## src/rtl/load_merge_if.sv

```systemverilog
// Request/response bundle between the memory read port, the load merge stage and writeback.
interface load_merge_if #(
   parameter int unsigned DATA_W = 32
);
   localparam int unsigned OFF_W = $clog2(DATA_W / 8);

   logic              in_valid;
   logic              in_ready;
   logic [2:0]        in_op;
   logic [OFF_W-1:0]  in_offset;
   logic [DATA_W-1:0] in_mem_data;
   logic [DATA_W-1:0] in_reg_data;
   logic [4:0]        in_dest;
   logic              out_valid;
   logic              out_ready;
   logic [DATA_W-1:0] out_data;
   logic [4:0]        out_dest;
   logic              out_err;

   modport master (
      output in_valid, in_op, in_offset, in_mem_data, in_reg_data, in_dest, out_ready,
      input  in_ready, out_valid, out_data, out_dest, out_err
   );

   modport slave (
      input  in_valid, in_op, in_offset, in_mem_data, in_reg_data, in_dest, out_ready,
      output in_ready, out_valid, out_data, out_dest, out_err
   );
endinterface

```

## src/rtl/load_merge_unit.sv

```systemverilog
// Registered load alignment/extension and LWL/LWR merge stage, 1-cycle latency, full throughput.
// Optional LOAD_MERGE_STATS_EN adds wrapping load/merge/error counters.
module load_merge_unit #(
   parameter int unsigned DATA_W     = 32,
   parameter bit          BIG_ENDIAN = 1'b1
) (
   input  logic        clk,
   input  logic        rst_n,
   load_merge_if.slave bus
`ifdef LOAD_MERGE_STATS_EN
   ,
   output logic [31:0] stat_loads,
   output logic [31:0] stat_merges,
   output logic [31:0] stat_errs
`endif
);
   localparam int unsigned B     = DATA_W / 8;
   localparam int unsigned OFF_W = $clog2(B);
   localparam int unsigned SH_W  = $clog2(DATA_W);

   typedef enum logic [2:0] {
      OP_LB  = 3'b000,
      OP_LBU = 3'b001,
      OP_LH  = 3'b010,
      OP_LHU = 3'b011,
      OP_LW  = 3'b100,
      OP_LWL = 3'b101,
      OP_LWR = 3'b110,
      OP_RSV = 3'b111
   } op_e;

   logic              out_valid_q;
   logic [DATA_W-1:0] out_data_q;
   logic [4:0]        out_dest_q;
   logic              out_err_q;

   logic              accept;
   logic [OFF_W-1:0]  k;
   logic [SH_W-1:0]   k_sh;
   logic [SH_W-1:0]   inv_sh;
   logic [SH_W-1:0]   hw_sh;
   logic [7:0]        byte_v;
   logic [15:0]       half_v;
   logic [DATA_W-1:0] ones;
   logic [DATA_W-1:0] res_data;
   logic              res_err;
   op_e               op;

   assign bus.in_ready  = !out_valid_q || bus.out_ready;
   assign accept        = bus.in_valid && bus.in_ready;
   assign bus.out_valid = out_valid_q;
   assign bus.out_data  = out_data_q;
   assign bus.out_dest  = out_dest_q;
   assign bus.out_err   = out_err_q;

   // Byte position k counts from the MSB; LE numbering mirrors the offset.
   always_comb begin
      op       = op_e'(bus.in_op);
      k        = BIG_ENDIAN ? bus.in_offset : ~bus.in_offset;
      k_sh     = {k, 3'b000};
      inv_sh   = {~k, 3'b000};
      hw_sh    = BIG_ENDIAN ? (inv_sh - SH_W'(8)) : inv_sh;
      byte_v   = 8'(bus.in_mem_data >> inv_sh);
      half_v   = 16'(bus.in_mem_data >> hw_sh);
      ones     = '1;
      res_data = '0;
      res_err  = 1'b0;
      case (op)
         OP_LB:  res_data = {{(DATA_W-8){byte_v[7]}}, byte_v};
         OP_LBU: res_data = {{(DATA_W-8){1'b0}}, byte_v};
         OP_LH, OP_LHU: begin
            if (bus.in_offset[0]) begin
               res_err = 1'b1;
            end else begin
               res_data = {{(DATA_W-16){half_v[15] && (op == OP_LH)}}, half_v};
            end
         end
         OP_LW: begin
            if (bus.in_offset != '0) begin
               res_err = 1'b1;
            end else begin
               res_data = bus.in_mem_data;
            end
         end
         OP_LWL: res_data = (bus.in_mem_data << k_sh) | (bus.in_reg_data & ~(ones << k_sh));
         OP_LWR: res_data = (bus.in_mem_data >> inv_sh) | (bus.in_reg_data & ~(ones >> inv_sh));
         default: begin
            res_data = bus.in_mem_data;
            res_err  = 1'b1;
         end
      endcase
   end

   // Output register: load on accept, clear valid on drain, data held otherwise.
   always_ff @(posedge clk or negedge rst_n) begin
      if (!rst_n) begin
         out_valid_q <= 1'b0;
         out_data_q  <= '0;
         out_dest_q  <= '0;
         out_err_q   <= 1'b0;
      end else if (accept) begin
         out_valid_q <= 1'b1;
         out_data_q  <= res_data;
         out_dest_q  <= bus.in_dest;
         out_err_q   <= res_err;
      end else if (bus.out_ready) begin
         out_valid_q <= 1'b0;
      end
   end

`ifdef LOAD_MERGE_STATS_EN
   always_ff @(posedge clk or negedge rst_n) begin
      if (!rst_n) begin
         stat_loads  <= '0;
         stat_merges <= '0;
         stat_errs   <= '0;
      end else if (accept) begin
         stat_loads <= stat_loads + 32'd1;
         if (op == OP_LWL || op == OP_LWR) begin
            stat_merges <= stat_merges + 32'd1;
         end
         if (res_err) begin
            stat_errs <= stat_errs + 32'd1;
         end
      end
   end
`endif
endmodule

```

## src/flat_wrapper.sv

```systemverilog
// flat-port wrapper written by rule: the top's interface ports become plain ports
module load_merge_unit_flat 
#(
   parameter int unsigned DATA_W     = 32,
   parameter bit          BIG_ENDIAN = 1'b1
)
  (clk, rst_n, bus_in_valid, bus_in_op, bus_in_offset, bus_in_mem_data, bus_in_reg_data, bus_in_dest, bus_out_ready, bus_in_ready, bus_out_valid, bus_out_data, bus_out_dest, bus_out_err);
  load_merge_if #(.DATA_W(DATA_W)) bus_i ();
  input  logic clk;
  input  logic rst_n;
  input wire logic [$bits(bus_i.in_valid)-1:0] bus_in_valid;
  input wire logic [$bits(bus_i.in_op)-1:0] bus_in_op;
  input wire logic [$bits(bus_i.in_offset)-1:0] bus_in_offset;
  input wire logic [$bits(bus_i.in_mem_data)-1:0] bus_in_mem_data;
  input wire logic [$bits(bus_i.in_reg_data)-1:0] bus_in_reg_data;
  input wire logic [$bits(bus_i.in_dest)-1:0] bus_in_dest;
  input wire logic [$bits(bus_i.out_ready)-1:0] bus_out_ready;
  output wire logic [$bits(bus_i.in_ready)-1:0] bus_in_ready;
  output wire logic [$bits(bus_i.out_valid)-1:0] bus_out_valid;
  output wire logic [$bits(bus_i.out_data)-1:0] bus_out_data;
  output wire logic [$bits(bus_i.out_dest)-1:0] bus_out_dest;
  output wire logic [$bits(bus_i.out_err)-1:0] bus_out_err;
  assign bus_i.in_valid = bus_in_valid;
  assign bus_i.in_op = bus_in_op;
  assign bus_i.in_offset = bus_in_offset;
  assign bus_i.in_mem_data = bus_in_mem_data;
  assign bus_i.in_reg_data = bus_in_reg_data;
  assign bus_i.in_dest = bus_in_dest;
  assign bus_i.out_ready = bus_out_ready;
  assign bus_in_ready = bus_i.in_ready;
  assign bus_out_valid = bus_i.out_valid;
  assign bus_out_data = bus_i.out_data;
  assign bus_out_dest = bus_i.out_dest;
  assign bus_out_err = bus_i.out_err;
  load_merge_unit #(.DATA_W(DATA_W), .BIG_ENDIAN(BIG_ENDIAN)) u_core (.clk(clk), .rst_n(rst_n), .bus(bus_i));
endmodule
```

## config.mk

```make
export PLATFORM = sky130hd
export DESIGN_NAME = load_merge_unit_flat
export DESIGN_NICKNAME = d
export VERILOG_FILES = /design/src/rtl/load_merge_if.sv /design/src/rtl/load_merge_unit.sv /design/src/flat_wrapper.sv
export SDC_FILE = /design/constraint.sdc
export NUM_CORES = 1
export LEC_CHECK = 0
export BUFFER_PORTS_ARGS = -buffer_cell sky130_fd_sc_hd__buf_2
export CAP_MARGIN = 20
export CORE_MARGIN = 3
export CORE_UTILIZATION = 58
export CTS_BUF_LIST = sky130_fd_sc_hd__clkbuf_4 sky130_fd_sc_hd__clkbuf_8
export DETAILED_ROUTE_END_ITERATION = 7
export MAX_ROUTING_LAYER = met4
export PLACE_DENSITY = 0.89
export SKIP_CTS_REPAIR_TIMING = 1
export SLEW_MARGIN = 20
export SYNTH_ARGS = -nofsm -noshare
export SYNTH_HDL_FRONTEND = slang
export SYNTH_SLANG_ARGS = --single-unit
```

## constraint.sdc

```tcl
create_clock -name clk -period 2.5 [get_ports clk]
set_input_delay 0.375 -clock clk [delete_from_list [all_inputs] [get_ports clk]]
set_output_delay 0.375 -clock clk [all_outputs]
set_load 0.05 [all_outputs]
```

==> results.ini, run 1 <==
[run_status]
status = complete, no violations

[final_layout]
n_antenna_cell = 0
final-instance-count-excl-fill = 692
layout.nets = 698
final_layout_size_suffix_gt1_share_pct = 27.7
final_common_cell = buf_2
multiInputGateArea_mm2 = 0.00257
fillers = 494
area_growth_pct = 21.3
final_cell_mix = buf_2, nand2_1, o21ai_0
seq_area_um2 = 976

[yosys]
synthAdderAreaFrac_pct = 1.32
ys_ff_latch = 39
synth-compound-area-share_pct = 33.8
avgSynthCellArea_um2 = 7.36
synth_area_leader_cell = dfrtp_1
synth_fp_nets = 596
yosysUniqueCellTypes = 46
synth-main-ff-cell = dfrtp_1
synth_area_mm2 = 0.00378
yosysSeqAreaShare_pct = 25.8
ys_warn_count = 0
synthSimpleGateAreaFrac_pct = 22.2
yosysTopAreaCellShare_pct = 25.8
synthTopCellsByArea = dfrtp_1, o21ai_0, mux2i_1
synthXorXnorAreaFrac_pct = 0
synth_top_family_by_area = compound AO/OA/AOI/OAI gates
synth_edf_count = 0
synth_cells = 514
muxShareOfSynthArea_pct = 10.7
synthArstFlopShare_pct = 100

[timing]
fin_crit_ns = 2.10
setup_viol = 0
post-route-period-util_pct = 83.9
worst_slew_pin_slew_ns = 0.947
fin_tns_setup_ns = 0
finalMaxSlewViolations = 0
hold_viol = 0
setup_slack_ns = 0.402
slew_headroom_pct = 36.9
fmax_mhz = 477
rsz0062_at_grt = false
finClkSkew_ns = 0.00532

[detailed_routing]
wl_um = 14300
wire_per_inst_um = 20.7
viasPerCell = 6.82
dr.pass1.iters = 5
num_vias = 4720
ant_nets = 0
drt_drc_violations_left = 0
drt_iter0_markers = 515

[placement]
place_inst = 684
gp_congestion = 1.05
place_hpwl_um = 10100
post-place-ws_ns = 0.131
port_buffers = 117

[pwr]
internal_power_mw = 1.35
comb_power_share_pct = 45.5
irDropWorstVdd_uv = 456
switching_share_pct = 45.5
power.density_mw_per_mm2 = 540
power_frac_clock_pct = 22.9
netSwitchingPower_mw = 1.13
p_leak_nw = 2.09
pwr-share-seq_pct = 31.6
finalPower_mw = 2.48

[global_route]
grt_pass1_wl_um = 22400
overflow = 0
antenna_found_initial = 0
grt_pass1_vias = 4421
grt_start_max_net_pins = 62
track_usage_pct = 39.1

[worst_setup_path]
start_kind = input pin
crit_fanout = 10
cp_data_arrival_time_ns = 2.26
path_class = in -> reg
end_kind = flop
required_ns = 2.66

[die]
start_util_pct = 61.7
fp.dieH_um = 86.7
fp-row-count = 28
pin_count = 118
coreArea_mm2 = 0.00613
die_area_mm2 = 0.00752
dieWidth_um = 86.7

[clocking]
cts_buffers = 5
cts_tree = done
clock_sinks = 39
clk_latency_ns = 0.31
cts_max_path_buffers = 2
clockRootBuffer = clkbuf_8
path_clk_slew_ns = 0.09
h-tree-depth = 2

[run]
cap_viol_max_count = 0

[hold_path]
hold_path.class = in -> async

synth_stat cells (9+ instances only):
library cell	count
a2111oi_0	14
a21oi_1	37
a221oi_1	11
a22o_1	10
a311oi_1	9
a31oi_1	11
buf_2	13
clkbuf_1	25
dfrtp_1	39
mux2_2	9
mux2i_1	28
nand2_1	72
nand2b_1	16
nor2_1	42
nor3_1	11
o21ai_0	69
o21ai_1	10
sequential cells by signal, summed over array words and instances (netlist names):
| signal | cells |
|---|---|
| u_core.bus.out_data | 32 |
| u_core.bus.out_dest | 5 |
| u_core.bus.out_err | 1 |
| u_core.bus.out_valid | 1 |
path summary, 6_finish.rpt:
kind                                         from                 endpoint  slack (ns)  cells past startpoint
hold reg to reg            u_core.bus.out_dest[2]   u_core.bus.out_dest[2]        0.47                      2
setup reg to reg             u_core.bus.out_valid  u_core.bus.out_data[16]        0.53                      5
setup / recovery                 bus_in_offset[0]  u_core.bus.out_data[16]        0.40                      7
min in group clk                   bus_in_dest[2]   u_core.bus.out_dest[2]        0.25                      3
max in group asynchronous                   rst_n  u_core.bus.out_data[21]        1.71                      1
hold / removal                              rst_n   u_core.bus.out_dest[3]        0.19                      1
cells by family after synthesis:
group                    Yosys count
buffers and inverters             56
adder cells (fa/ha/maj)            4
multiplexers                      38
AND/OR/NAND/NOR                  177
AO/OA/AOI/OAI                    200
flip-flops                        39
final cells by class:
class                           instances  share of cell area, %
Clock buffer                            5                   1.50
Clock inverter                          3                  0.955
Inverter                                9                  0.737
Multi-Input combinational cell        419                   56.1
Sequential cell                        39                   21.3
Tap cell                               75                   2.05
Timing Repair Buffer                  142                   17.4
stage by stage:
step,hold WS [ns],instance area (um2),utilization [%]
after global placement,0.452,4470,73.0
after floorplan,0.0794,3790,-
after global routing,0.252,4590,74.8
after CTS,0.233,4590,74.8
after detailed placement,0.457,4470,73.0
final,0.195,4590,74.8
critical path, stage by stage:
cell and delay (ns):
buf_2 0.12, inv_1 0.08, ha_1 0.64, a311o_1 0.30, o211ai_4 0.14, a2111oi_0 0.39
o21ai_0 0.21
layer usage:
metal	global-route usage [%]	vias up	share of wire [%]	wire length (um)
li1	-	2109	-	-
met1	51.6	2144	39	5630
met2	59.4	393	45	6430
met3	4.94	74	11	1590
met4	18.7	0	4.5	648
met5	-	-	0	0
power groups by stage:
stage / Sequential [mW] / Clock, mW / Combinational, mW
6_report: 0.784 / 0.567 / 1.13
5_1_grt: 0.795 / 0.594 / 1.20
4_1_cts: 0.782 / 0.567 / 1.11
3_5_place_dp: 0.794 / 0 / 1.11
3_3_place_gp: 0.788 / 0 / 1.09
2_1_floorplan: 1.15 / 0 / 0.402
No activity file was read; power rests on OpenSTA's default activity.
==> inputs of run 2 (changes only) <==
- CORE_UTILIZATION: 58 -> 49
- PLACE_DENSITY: 0.89 -> 0.8
- clock period: 2.5 -> 1.75 ns (I/O delays scaled with it)
==> run 2 against run 1 <==
  * Combinational power rose by 58%
  * Clock skew barely moved
  * Clock power rose by 66%
  * Power rose by 55%
  * Register-to-register slack got worse by 0.38 ns
  * Utilization fell by 4.0 points
  * Cell count rose by 11%
  * Sequential power rose by 42%
  * Critical path type unchanged
  * Critical endpoint is now u_core.bus.out_data[2]
  * Largest cell class unchanged
==> results.ini, run 2 (synthesized netlist as in run 1, its figures left out) <==
[run_status]
status = complete, no violations

[final_layout]
final_core_util_pct = 70.8
layout.nets = 751
final_area_mm2 = 0.00522
final_cell_mix = buf_2, nand2_1, buf_4
area_growth_pct = 38.0
largest_reg_flops = 32
n_antenna_cell = 0
final_layout_size_suffix_gt1_share_pct = 35.7
final_common_cell = buf_2

[worst_setup_path]
cp_data_arrival_time_ns = 1.87
crit_family = compound AO/OA/AOI/OAI gates
required_ns = 1.93
path_cells = buf_2 -> buf_12 -> mux2i_1 -> mux2_2 -> o21ai_0 -> a2111oi_1 -> nor2_1
slowest_stage = a2111oi_1
worstRegToRegCells = 6
end_kind = flop
path_buf_inv = 2
cpPeakStageDelay_ns = 0.48
r2r-start = u_core.bus.out_valid
reg2reg_slack_ns = 0.15
start_kind = input pin
path_class = in -> reg
reg2reg_to = u_core.bus.out_data[6]
crit_fanout = 25

[detailed_routing]
drt_iter0_markers = 475
drt_drc_violations_left = 0
wire_per_inst_um = 19.9
dr.pass1.iters = 5
num_vias = 4877
ant_nets = 0
viasPerCell = 6.34
wl_um = 15300

[die]
start_util_pct = 51.3
fp-row-count = 31
coreArea_mm2 = 0.00737
pin_count = 118
fp.dieH_um = 93.8
die_area_mm2 = 0.00881
dieWidth_um = 93.8

[global_route]
grt_pass1_wl_um = 24200
antenna_found_initial = 0
grt_start_max_net_pins = 40
track_usage_pct = 35.7
overflow = 0
grt_pass1_vias = 4721

[placement]
dpl_cell_area_mm2 = 0.00506
gp_congestion = 0.967
post-place-ws_ns = -0.319
port_buffers = 117
place_hpwl_um = 11500

[clocking]
cts_max_path_buffers = 2
clock_sinks = 39
h-tree-depth = 2
cts_buffers = 5
cts_tree = done
path_clk_slew_ns = 0.09
clk_latency_ns = 0.30
clockRootBuffer = clkbuf_8

[timing]
rsz0062_at_grt = true
slew_headroom_pct = 58.4
worst_slew_pin_slew_ns = 0.622
post-route-period-util_pct = 96.5
fin_crit_ns = 1.69
setup_slack_ns = 0.0607
finClkSkew_ns = 0.00500
setup_viol = 0
hold_viol = 0
fmax_mhz = 592
fin_tns_setup_ns = 0
finalMaxSlewViolations = 0

[pwr]
irDropWorstVdd_uv = 460
p_leak_nw = 2.40
power.density_mw_per_mm2 = 738

[run]
cap_viol_max_count = 0

[hold_path]
hold_path.class = in -> async

[run 2: report_power, final]
| group | switching, mW | internal, mW |
|---|---|---|
| Combinational | 1.20 | 0.593 |
| Clock | 0.374 | 0.570 |
| Sequential | 0.0735 | 1.04 |
[run 2: worst max-delay path by stage]
stage                     cells past startpoint        startpoint  slack, ns                       to
final                                         7  bus_in_offset[1]       0.06   u_core.bus.out_data[2]
after global routing                          8  bus_in_offset[1]      -0.02  u_core.bus.out_data[13]
after CTS                                     7  bus_in_offset[1]     -0.002   u_core.bus.out_data[2]
after detailed placement                      7  bus_in_offset[1]      -0.32   u_core.bus.out_data[2]
after global placement                        8  bus_in_offset[1]      -0.21   u_core.bus.out_data[8]
after floorplan                              12  bus_in_offset[1]      -0.27  u_core.bus.out_data[28]
[run 2: through the flow]
step / instances / hold slack, ns / total power, mW
floorplan: 514 / -0.0331 / 2.27
global placement: 761 / 0.353 / 2.86
detailed placement: 761 / 0.366 / 2.89
CTS: 769 / 0.0371 / 3.84
global route: 769 / 0.0633 / 4.01
finish: 769 / 0.0230 / 3.85
[run 2: cell type report]
type                       count  area (um2)
inverter                       9        41.3
tap                           99         124
timing repair buffer         195        1250
multi-input combinational    419        2690
sequential                    39         977
fill                         669        2150
clock buffer                   5        68.8
clock inverter                 3        67.6
[run 2: routing by layer]
layer,track usage (%),part of all wire (%)
met5,-,0
met4,12.6,3.5
met3,3.37,9.3
met2,57.7,47
met1,46.9,40
==> inputs of run 3 (changes only) <==
- BUFFER_PORTS_ARGS: -buffer_cell sky130_fd_sc_hd__buf_2 -> default
- CORE_ASPECT_RATIO: default -> 1.4
- CORE_UTILIZATION: 49 -> 60
- DONT_BUFFER_PORTS: default -> 1
- PLACE_DENSITY: 0.8 -> 0.79
==> run 3 against run 2 <==
  * Clock-buffer cell count unchanged
  * Combinational power decreased by 56%
  * Worst setup slack gained 0.11 ns
  * Utilization is 0.56 points lower
  * Largest cell class unchanged
  * Largest power group is now registers
==> results.ini, run 3 (synthesized netlist as in run 1, its figures left out) <==
[run_status]
status = complete, no violations

[die]
dieWidth_um = 73.1
fp.dieH_um = 99.9
die_area_mm2 = 0.00730
pin_count = 118
start_util_pct = 63.2
coreArea_mm2 = 0.00599
fp-row-count = 33

[detailed_routing]
ant_nets = 0
dr.pass1.iters = 7
drt_iter0_markers = 541
wire_per_inst_um = 23.3
drt_drc_violations_left = 0
num_vias = 4194
viasPerCell = 7.19
wl_um = 13600

[global_route]
track_usage_pct = 38.0
grt_pass1_vias = 4243
antenna_found_initial = 0
overflow = 0
grt_start_max_net_pins = 63
grt_pass1_wl_um = 21100

[worst_setup_path]
path_buf_inv = 1
required_ns = 1.94
start_kind = flop
end_kind = flop
path_cells = nand2b_4 -> and2_2 -> buf_4 -> o21ai_0 -> a21oi_1 -> a31oi_1
cp_data_arrival_time_ns = 1.77
cpPeakStageDelay_ns = 0.43
crit_fanout = 18
path_class = reg -> reg
crit_family = flip-flops
slowest_stage = dfrtp_2

[pwr]
finalPower_mw = 3.22
power.density_mw_per_mm2 = 765
irDropWorstVdd_uv = 564
p_leak_nw = 1.70

[final_layout]
largest_reg_flops = 32
layout.nets = 594
final_cell_mix = nand2_1, o21ai_0, nor2_1
area_growth_pct = 11.2
final_common_cell = nand2_1
fillers = 498
final-instance-count-excl-fill = 583
n_antenna_cell = 0
final_layout_size_suffix_gt1_share_pct = 15.4

[clocking]
cts_buffers = 5
clk_latency_ns = 0.30
clock_sinks = 39
h-tree-depth = 2
path_clk_slew_ns = 0.09
cts_max_path_buffers = 2
clockRootBuffer = clkbuf_8
cts_tree = done

[timing]
setup_viol = 0
rsz0062_at_grt = false
hold_viol = 0
fin_crit_ns = 1.58
worst_slew_pin_slew_ns = 0.681
fmax_mhz = 632
post-route-period-util_pct = 90.4
slew_headroom_pct = 54.6
finalMaxSlewViolations = 0
finClkSkew_ns = 0.00546

[hold_path]
hold_path.class = in -> reg

[run]
cap_viol_max_count = 0

[placement]
place_hpwl_um = 9690
place_inst = 573
port_buffers = 0
gp_congestion = 0.949

[run 3: final cells by class]
cell class	count	area [um2]	area share, %
Tap cell	70	87.6	2.08
Inverter	9	41.3	0.982
Timing Repair Buffer	38	313	7.44
Sequential cell	39	977	23.2
Multi-Input combinational cell	419	2670	63.6
Clock inverter	3	43.8	1.04
Clock buffer	5	68.8	1.64
[run 3: path summary, 6_finish.rpt]
| kind | startpoint | to | slack [ns] | depth (start not counted) |
|---|---|---|---|---|
| setup / recovery | u_core.bus.out_valid | u_core.bus.out_data[6] | 0.17 | 6 |
| hold reg to reg | u_core.bus.out_valid | u_core.bus.out_valid | 0.55 | 2 |
| max in group asynchronous | rst_n | u_core.bus.out_valid | 1.12 | 2 |
| hold / removal | bus_in_dest[4] | u_core.bus.out_dest[4] | 0.06 | 2 |
| min in group asynchronous | rst_n | u_core.bus.out_dest[2] | 0.43 | 2 |
| setup reg to reg | u_core.bus.out_valid | u_core.bus.out_data[6] | 0.17 | 6 |
[run 3: through the flow]
step	utilization, %	hold slack (ns)	setup WS (ns)	setup TNS [ns]	instance area, um2
final	70.2	0.0592	0.168	0	4200
after CTS	69.7	-0.361	-0.0399	-0.0880	4170
after floorplan	-	-0.0331	-0.271	-5.52	3980
after global routing	70.2	0.0703	0.0619	0	4200
after detailed placement	67.8	-0.0322	-0.0879	-0.263	4060
after global placement	67.8	-0.0323	-0.0831	-0.101	4060
[run 3: worst register-to-register path, delay by kind of cell, from the launching register on]
| kind | cells | cell delay, ns |
|---|---|---|
| AND/OR/NAND/NOR | 2 | 0.41 |
| buffers and inverters | 1 | 0.29 |
| flip-flops | 1 | 0.43 |
| AO/OA/AOI/OAI | 3 | 0.34 |
[run 3: power breakdown]
group	total (mW)	switching [mW]	internal, mW
Clock	0.788	0.363	0.425
Sequential	1.64	0.609	1.03
Combinational	0.786	0.430	0.356
[run 3: layer usage]
metal	vias up	routed length [um]	track usage, %
li1	1889	-	-
met1	1902	4500	43.3
met2	348	6560	60.2
met3	55	1890	9.42
met4	0	655	20.9
met5	-	0	-
